<file path="src/rtl/game_pkg.sv">
// Definitions shared by the game state FSM and the score counter:
// the state encoding and the score ceiling that doubles as the WIN threshold.
package game_pkg;

  typedef enum logic [2:0] {
    IDLE = 3'd0,
    RUN  = 3'd1,
    OVER = 3'd2,
    WIN  = 3'd3
  } state_t;

  localparam int unsigned MAX_SCORE = 99;
  localparam logic [3:0]  MAX_TENS  = 4'(MAX_SCORE / 10);
  localparam logic [3:0]  MAX_ONES  = 4'(MAX_SCORE % 10);

endpackage

</file>
<file path="src/rtl/score_tick_gen.sv">
// Prescaler producing one score tick every TICK_DIV cycles while enabled.
// The counter is held at zero when disabled so each enable starts a full period.
module score_tick_gen #(
  parameter int unsigned TICK_DIV = 1_000_000
) (
  input  logic clk,
  input  logic reset,
  input  logic enable,
  output logic tick
);

  localparam int unsigned    CW   = $clog2(TICK_DIV);
  localparam logic [CW-1:0]  LAST = CW'(TICK_DIV - 1);

  logic [CW-1:0] div_cnt_q, div_cnt_d;

  assign tick = enable && (div_cnt_q == LAST);

  always_comb begin
    div_cnt_d = div_cnt_q;
    if (!enable) begin
      div_cnt_d = '0;
    end else if (tick) begin
      div_cnt_d = '0;
    end else begin
      div_cnt_d = div_cnt_q + 1'b1;
    end
  end

  always_ff @(posedge clk) begin
    if (reset) begin
      div_cnt_q <= '0;
    end else begin
      div_cnt_q <= div_cnt_d;
    end
  end

endmodule

</file>
<file path="src/rtl/score_counter.sv">
// Game score: time ticks plus obstacle bonuses during RUN, saturating at MAX_SCORE,
// with registered BCD digits for the display and a session high score.
module score_counter
  import game_pkg::*;
#(
  parameter int unsigned TICK_DIV = 1_000_000
) (
  input  logic       clk,
  input  logic       reset,
  input  logic [2:0] game_state,
  input  logic       obstacle_passed,
  output logic [6:0] score,
  output logic [3:0] score_tens,
  output logic [3:0] score_ones,
  output logic [6:0] hi_score,
  output logic       new_high,
  output logic       score_max
);

  logic [2:0] prev_state_q;
  logic [6:0] score_q, score_d;
  logic [3:0] tens_q, tens_d;
  logic [3:0] ones_q, ones_d;
  logic [6:0] hi_q, hi_d;
  logic       new_high_q, new_high_d;
  logic       score_max_q, score_max_d;

  logic       in_run, in_idle, tick;
  logic [1:0] inc;
  logic [7:0] sum;
  logic [4:0] ones_sum;

  assign in_run  = (game_state == RUN);
  assign in_idle = (game_state == IDLE);

  score_tick_gen #(.TICK_DIV(TICK_DIV)) u_tick (
    .clk    (clk),
    .reset  (reset),
    .enable (in_run),
    .tick   (tick)
  );

  // Sum is 8 bits so 98+2 can be seen before clamping back to MAX_SCORE.
  assign inc      = {1'b0, tick} + {1'b0, obstacle_passed};
  assign sum      = {1'b0, score_q} + {6'b0, inc};
  assign ones_sum = {1'b0, ones_q} + {3'b0, inc};

  always_comb begin
    score_d     = score_q;
    tens_d      = tens_q;
    ones_d      = ones_q;
    hi_d        = hi_q;
    new_high_d  = new_high_q;
    score_max_d = 1'b0;

    if (in_idle) begin
      score_d = '0;
      tens_d  = '0;
      ones_d  = '0;
    end else if (in_run) begin
      if (sum >= 8'(MAX_SCORE)) begin
        score_d = 7'(MAX_SCORE);
        tens_d  = MAX_TENS;
        ones_d  = MAX_ONES;
      end else begin
        score_d = sum[6:0];
        if (ones_sum >= 5'd10) begin
          ones_d = 4'(ones_sum - 5'd10);
          tens_d = tens_q + 4'd1;
        end else begin
          ones_d = ones_sum[3:0];
        end
      end
      score_max_d = (score_d == 7'(MAX_SCORE)) && (score_q != 7'(MAX_SCORE));
    end

    // Leaving RUN commits the finished run; a tie does not count as a new record.
    if ((prev_state_q == RUN) && !in_run && (score_q > hi_q)) begin
      hi_d       = score_q;
      new_high_d = 1'b1;
    end
    if ((prev_state_q == IDLE) && in_run) begin
      new_high_d = 1'b0;
    end
  end

  always_ff @(posedge clk) begin
    if (reset) begin
      prev_state_q <= IDLE;
      score_q      <= '0;
      tens_q       <= '0;
      ones_q       <= '0;
      hi_q         <= '0;
      new_high_q   <= 1'b0;
      score_max_q  <= 1'b0;
    end else begin
      prev_state_q <= game_state;
      score_q      <= score_d;
      tens_q       <= tens_d;
      ones_q       <= ones_d;
      hi_q         <= hi_d;
      new_high_q   <= new_high_d;
      score_max_q  <= score_max_d;
    end
  end

  assign score      = score_q;
  assign score_tens = tens_q;
  assign score_ones = ones_q;
  assign hi_score   = hi_q;
  assign new_high   = new_high_q;
  assign score_max  = score_max_q;

endmodule
</file>
<file path="config.mk">
export PLATFORM = sky130hd
export DESIGN_NAME = score_counter
export DESIGN_NICKNAME = d
export VERILOG_FILES = /design/src/rtl/game_pkg.sv /design/src/rtl/score_tick_gen.sv /design/src/rtl/score_counter.sv
export SDC_FILE = /design/constraint.sdc
export NUM_CORES = 1
export LEC_CHECK = 0
export CAP_MARGIN = 20
export CORE_ASPECT_RATIO = 1.4
export CORE_UTILIZATION = 60
export DETAILED_ROUTE_END_ITERATION = 7
export MAX_ROUTING_LAYER = met4
export PLACE_DENSITY = 0.88
export SETUP_SLACK_MARGIN = 0.3
export SLEW_MARGIN = 20
export SYNTH_ARGS = -nofsm -noshare
export SYNTH_HDL_FRONTEND = slang
export SYNTH_SLANG_ARGS = --single-unit
</file>
<file path="constraint.sdc">
create_clock -name clk -period 7.95 [get_ports clk]
set_input_delay 1.59 -clock clk [delete_from_list [all_inputs] [get_ports clk]]
set_output_delay 1.59 -clock clk [all_outputs]
set_load 0.005 [all_outputs]
</file>
# Yosys cells after proc, flatten, opt, wreduce, memory -nomap -nowiden
# Cells that the tools add are included.
# totals
register_bits,47
inputBits,6
# classes
n_reduce_logical,14
n_mux,7
eq_ne,5
add_sub_neg,6
magnitude_cmp,3
bitwise_logic,1
# ops
operator,count
$mux W7,3
$add A20 B1 Y20 const B,1
$eq A20 B20 Y1 const B,1
$mux W4,4
$add A7 B2 Y8,1
$ge A8 B7 Y1 const B,1
$eq A7 B7 Y1 const B,1
$gt A7 B7 Y1,1
$ne A7 B7 Y1 const B,1
$eq A3 B1 Y1 const B,2
$logic_not A3 Y1,2
$reduce_or A3 Y1,2
$add A4 B2 Y5,1
$ge A5 B4 Y1 const B,1
$logic_and A1 B1 Y1,5
$add A4 B1 Y4 const B,1
$reduce_or A2 Y1,2
$sub A4 B4 Y4 const B,1
$add A1 B1 Y2,1
$reduce_and A2 Y1,1
$reduce_bool A2 Y1,1
$logic_not A1 Y1,1
$not A1 Y1,1

# Depth between registers and ports, before layout
# depth
ltp_word,10
ltp_mapped,17
depth_no_buf,16

# Modules after synthesis
# A second synthesis with hierarchy kept.
# unflattened
cells_unflattened,321
hier_area_um2,2795.2
# modules_own_cells
mod,area_each_um2,n_inst,cells_per_inst
score_counter,1803.0,1,213
score_tick_gen,992.2,1,108

# Worst setup path before layout
# Ideal clock, no wire load.
# synth_timing
path_type,in2reg
from,input game_state[1]
to,register tens_q[2] (netlist: score_tens[2])
required_time_ns,7.891
stages,16
path_slack_ns,3.369
arrival_ns,4.522
n_path_buf,1
cell_sequence,nor3b_1 -> clkbuf_1 -> nand3_1 -> nor2_1 -> xor2_1 -> ha_1 -> ha_1 -> a31oi_1 -> xor2_1 -> ha_1 -> inv_1 -> a21o_1 -> a32oi_1 -> o221ai_1 -> a21boi_0 -> o21a_1
# synth_via
elab_chain_len,7
# synth_lines
element,line,rtl
from (decl),score_counter.sv:10,"input logic [2:0] game_state,"
$eq A3 B1 Y1,score_counter.sv:33,assign in_run = (game_state == RUN);
$logic_and A1 B1 Y1,score_tick_gen.sv:17,assign tick = enable && (div_cnt_q == LAST);
$add A1 B1 Y2,score_counter.sv:44,"assign inc = {1'b0, tick} + {1'b0, obstacle_passed};"
$add A7 B2 Y8 or $add A4 B2 Y5 (tied branches),"score_counter.sv:45, score_counter.sv:46",
$ge A8 B7 Y1 or $ge A5 B4 Y1 (tied branches),"score_counter.sv:61, score_counter.sv:67",
$reduce_bool A2 Y1 (no line),n/a,
$reduce_and A2 Y1 (no line),n/a,
to (signal assigned),score_counter.sv:99,tens_q <= tens_d;
to (decl),score_counter.sv:22,"logic [3:0] tens_q, tens_d;"
# Several ways; a longest one is shown, not always the timed one.
# A chain may end at the register's enable or synchronous reset.

# Worst setup path after layout
# layout_timing
from,input game_state[0]
to,register tens_q[3] (netlist: score_tens[3])
# The elaborated chain is that of the path after synthesis.

==> out/metrics.csv <==
stage,metric,value,unit
status,status,completed,
sta,tns,0,ps
detailed_routing,via_per_inst,6.16,
worst_setup_path,reg2reg_from,u_tick.div_cnt_q[0]$_SDFF_PP0_,
finish,layout-drive-gt1-share,0.0622,
detailed_routing,drc,0,
place,dpl_worst_slack,1800,ps
sta,fin_worst_skew,3.87,ps
detailed_routing,drt-pass1-iter-count,4,
synth,ys_seq_area_frac,0.328,
clocking,h-tree-depth,2,
global_routing,grt_pass1_wl,10.9,mm
worst_setup_path,crit_path_start,game_state[0],
finish,area_growth,14.0,%
synth,synth_edf_count,0,
sta,setup_viol,0,
clocking,clkSinkCount,47,
place,finalWeightedCongestion,1.01,
synth,postSynthAreaPerCell,8.24,sq um
synth,synth_flop_cell,dfxtp_1,
clocking,cts-buffers-inserted,5,
sta,period_minus_slack,5460,ps
sta,tightest_slew,720,ps
clocking,post-cts-setup-buffers,0,
detailed_routing,drtIter0Drc,146,
clocking,cts_tree,done,
sta,finalMaxSlewViolations,0,
clocking,postCtsResizedCells,0,
detailed_routing,ant_nets,0,
synth,synth_area,2870,sq um
global_routing,grt_max_degree,25,
floorplan,die-area,5070,sq um
floorplan,core,4570,sq um
global_routing,grt.overflow.total,0,
sta,hold_viol,0,
synth,ys_warn_count,0,
worst_setup_path,r2r-end,score_tens[3]$_SDFFE_PP0P_,
sta,rsz0062_at_grt,false,
finish,n_antenna_cell,0,
clocking,cts.clk_slew.worst_paths,80,ps
worst_setup_path,ff2ff_path_depth,14,
worst_setup_path,cp.arrival,5660,ps
detailed_routing,routedWlPerCell,15.9,um
clocking,ctsRootBufferMaster,clkbuf_8,
global_routing,grtUsageTotal,0.289,
synth,ys_ff_latch,47,
clocking,clk_path_buf_depth,2,
place,io_buffers,29,
worst_setup_path,path_class,in -> reg,
synth,syn_inst,348,
min_path,hp-class,reg -> reg,
synth,synth.distinct_cells,60,
worst_setup_path,r2r_slack,3710,ps
detailed_routing,wl,6.85,mm
floorplan,die-width,60.4,um
pwr,irDropWorstVdd,0.0961,mV
floorplan,fp.dieH,83.8,um
worst_setup_path,required,8150,ps
sta,fmax,183,MHz
worst_setup_path,endpoint,score_tens[3]$_SDFFE_PP0P_,
sta,post-route-period-util,0.687,
worst_setup_path,crit_fanout,13,
worst_setup_path,cp-end-kind,flop,
clocking,insertion_delay,300,ps
pwr,power_density,125,nW/um^2
finish,post-route-util,0.715,
floorplan,ios,30,
pwr,comb_power_share,0.055,
sta,hold_ws,470,ps
worst_setup_path,start_kind,primary input,
pwr,power_switching,0.0934,mW
global_routing,grt_pass1_vias,2501,
finish,final_net_count,390,
place,dp_hpwl,5.07,mm
global_routing,antenna_found_initial,0,
min_path,holdPathStages,1,
sta,slew_headroom,0.518,
synth,ys_async_sr_fraction,0,
pwr,p_leak,1.18,nW
floorplan,rows,29,
pwr,p_seq_frac,0.585,
floorplan,floorplan.initialDensity,0.628,
job,drv_cap,0,
synth,synthesis.nets,368,
sta,fin_ws,2490,ps
pwr,switching_share,0.229,
clocking,holdBufCountCts,0,
detailed_routing,vias,2659,
pwr,p_int,0.314,mW
pwr,clkPwrFrac,0.360,
==> critical path, stage by stage <==
cell,delay (ps)
clkdlybuf4s50_1,540
nor3b_2,640
nand3_1,200
nor2_1,170
xor2_1,210
ha_1,260
nand2_1,70
or4_4,450
o21bai_2,170
a31oi_1,140
o22ai_2,310
o21a_1,460
nand2_1,110
o311a_1,350
==> through the flow <==
stage               power (mW)  std cells  instance area (sq um)
floorplan                0.256        348                   2870
global placement         0.265        425                   3180
detailed placement       0.266        425                   3180
CTS                      0.408        432                   3270
global route             0.421        432                   3270
finish                   0.408        432                   3270
==> layout make-up <==
cell class              count  area [sq um]
well taps                  62          77.6
inverters                  15          56.3
flip-flops and latches     47           941
clock buffers               6          82.6
clock inverters             1          5.00
multi-input cells         271          1810
fillers                   370          1300
repair buffers             30           298
==> flip-flops by register name (all words and copies together), names as in the netlist <==
name              flops
score_tens            4
new_high              1
score_ones            4
u_tick.div_cnt_q     20
prev_state_q          3
hi_score              7
score_max             1
score                 7
==> synth_stat cells (9+ instances only) <==
cell	count	area (sq um)
dfxtp_1	47	941
nor2_1	44	165
nand2_1	24	90.1
nand3_1	19	95.1
inv_1	15	56.3
ha_1	14	175
nand2b_1	14	87.6
xnor2_1	14	123
o21a_1	11	82.6
o21ai_0	11	55.1
clkbuf_1	10	37.5
nand4_1	10	62.6
xor2_1	9	78.8
==> power by group through the flow <==
stage | Combinational (mW) | Clock, mW | Sequential (mW)
after global placement | 0.0215 | 0 | 0.244
after CTS | 0.0220 | 0.148 | 0.238
after floorplan | 0.0132 | 0 | 0.243
final | 0.0226 | 0.147 | 0.238
after detailed placement | 0.0218 | 0 | 0.244
after global routing | 0.0246 | 0.158 | 0.238
==> kinds of logic after synthesis <==
logic type	count (synthesis)	share of synthesized area
adders and majority gates	15	0.0645
xor gates and xnor gates	23	0.0702
AOI/OAI and AO/OA	68	0.174
muxes	8	0.0279
and+or+nand+nor	157	0.293
buffers and inverters	30	0.0427
DFF	47	0.328
==> layer usage <==
layer  vias to the layer above  track usage  share of wire
met3                        28       0.0388          0.045
met2                        96        0.503           0.53
met4                         0        0.153          0.038
met5                         -            -              0
met1                      1245        0.302           0.39
li1                       1290            -              -
==> placed cells by master (no fill, tap or decap), types with 3 or more instances in the layout <==
master | synthesis | routed
nor2_1 | 44 | 44
clkdlybuf4s50_1 | 0 | 29
nor3_1 | 8 | 8
xnor2_1 | 14 | 14
nand2b_1 | 14 | 14
nor4_1 | 3 | 3
and3_1 | 8 | 8
nor2b_1 | 3 | 3
o221ai_1 | 3 | 3
inv_1 | 15 | 15
clkbuf_8 | 0 | 6
and4_1 | 3 | 3
a21oi_1 | 8 | 8
a21o_1 | 5 | 5
mux2i_1 | 8 | 8
nand4_1 | 10 | 10
nand3_1 | 19 | 19
and2_1 | 3 | 3
a31oi_1 | 7 | 7
a32oi_1 | 3 | 3
o21a_1 | 11 | 11
nand2_1 | 24 | 24
xor2_1 | 9 | 9
ha_1 | 14 | 14
o21ai_0 | 11 | 10
dfxtp_1 | 47 | 47
==> worst min path at each step <==
stage | from | end
floorplan | u_tick.div_cnt_q[0]$_SDFF_PP0_ | u_tick.div_cnt_q[0]$_SDFF_PP0_
global placement | u_tick.div_cnt_q[0]$_SDFF_PP0_ | u_tick.div_cnt_q[0]$_SDFF_PP0_
detailed placement | new_high$_SDFFE_PP0P_ | new_high$_SDFFE_PP0P_
CTS | new_high$_SDFFE_PP0P_ | new_high$_SDFFE_PP0P_
global route | new_high$_SDFFE_PP0P_ | new_high$_SDFFE_PP0P_
finish | new_high$_SDFFE_PP0P_ | new_high$_SDFFE_PP0P_
(Power assumes the default switching activity.)
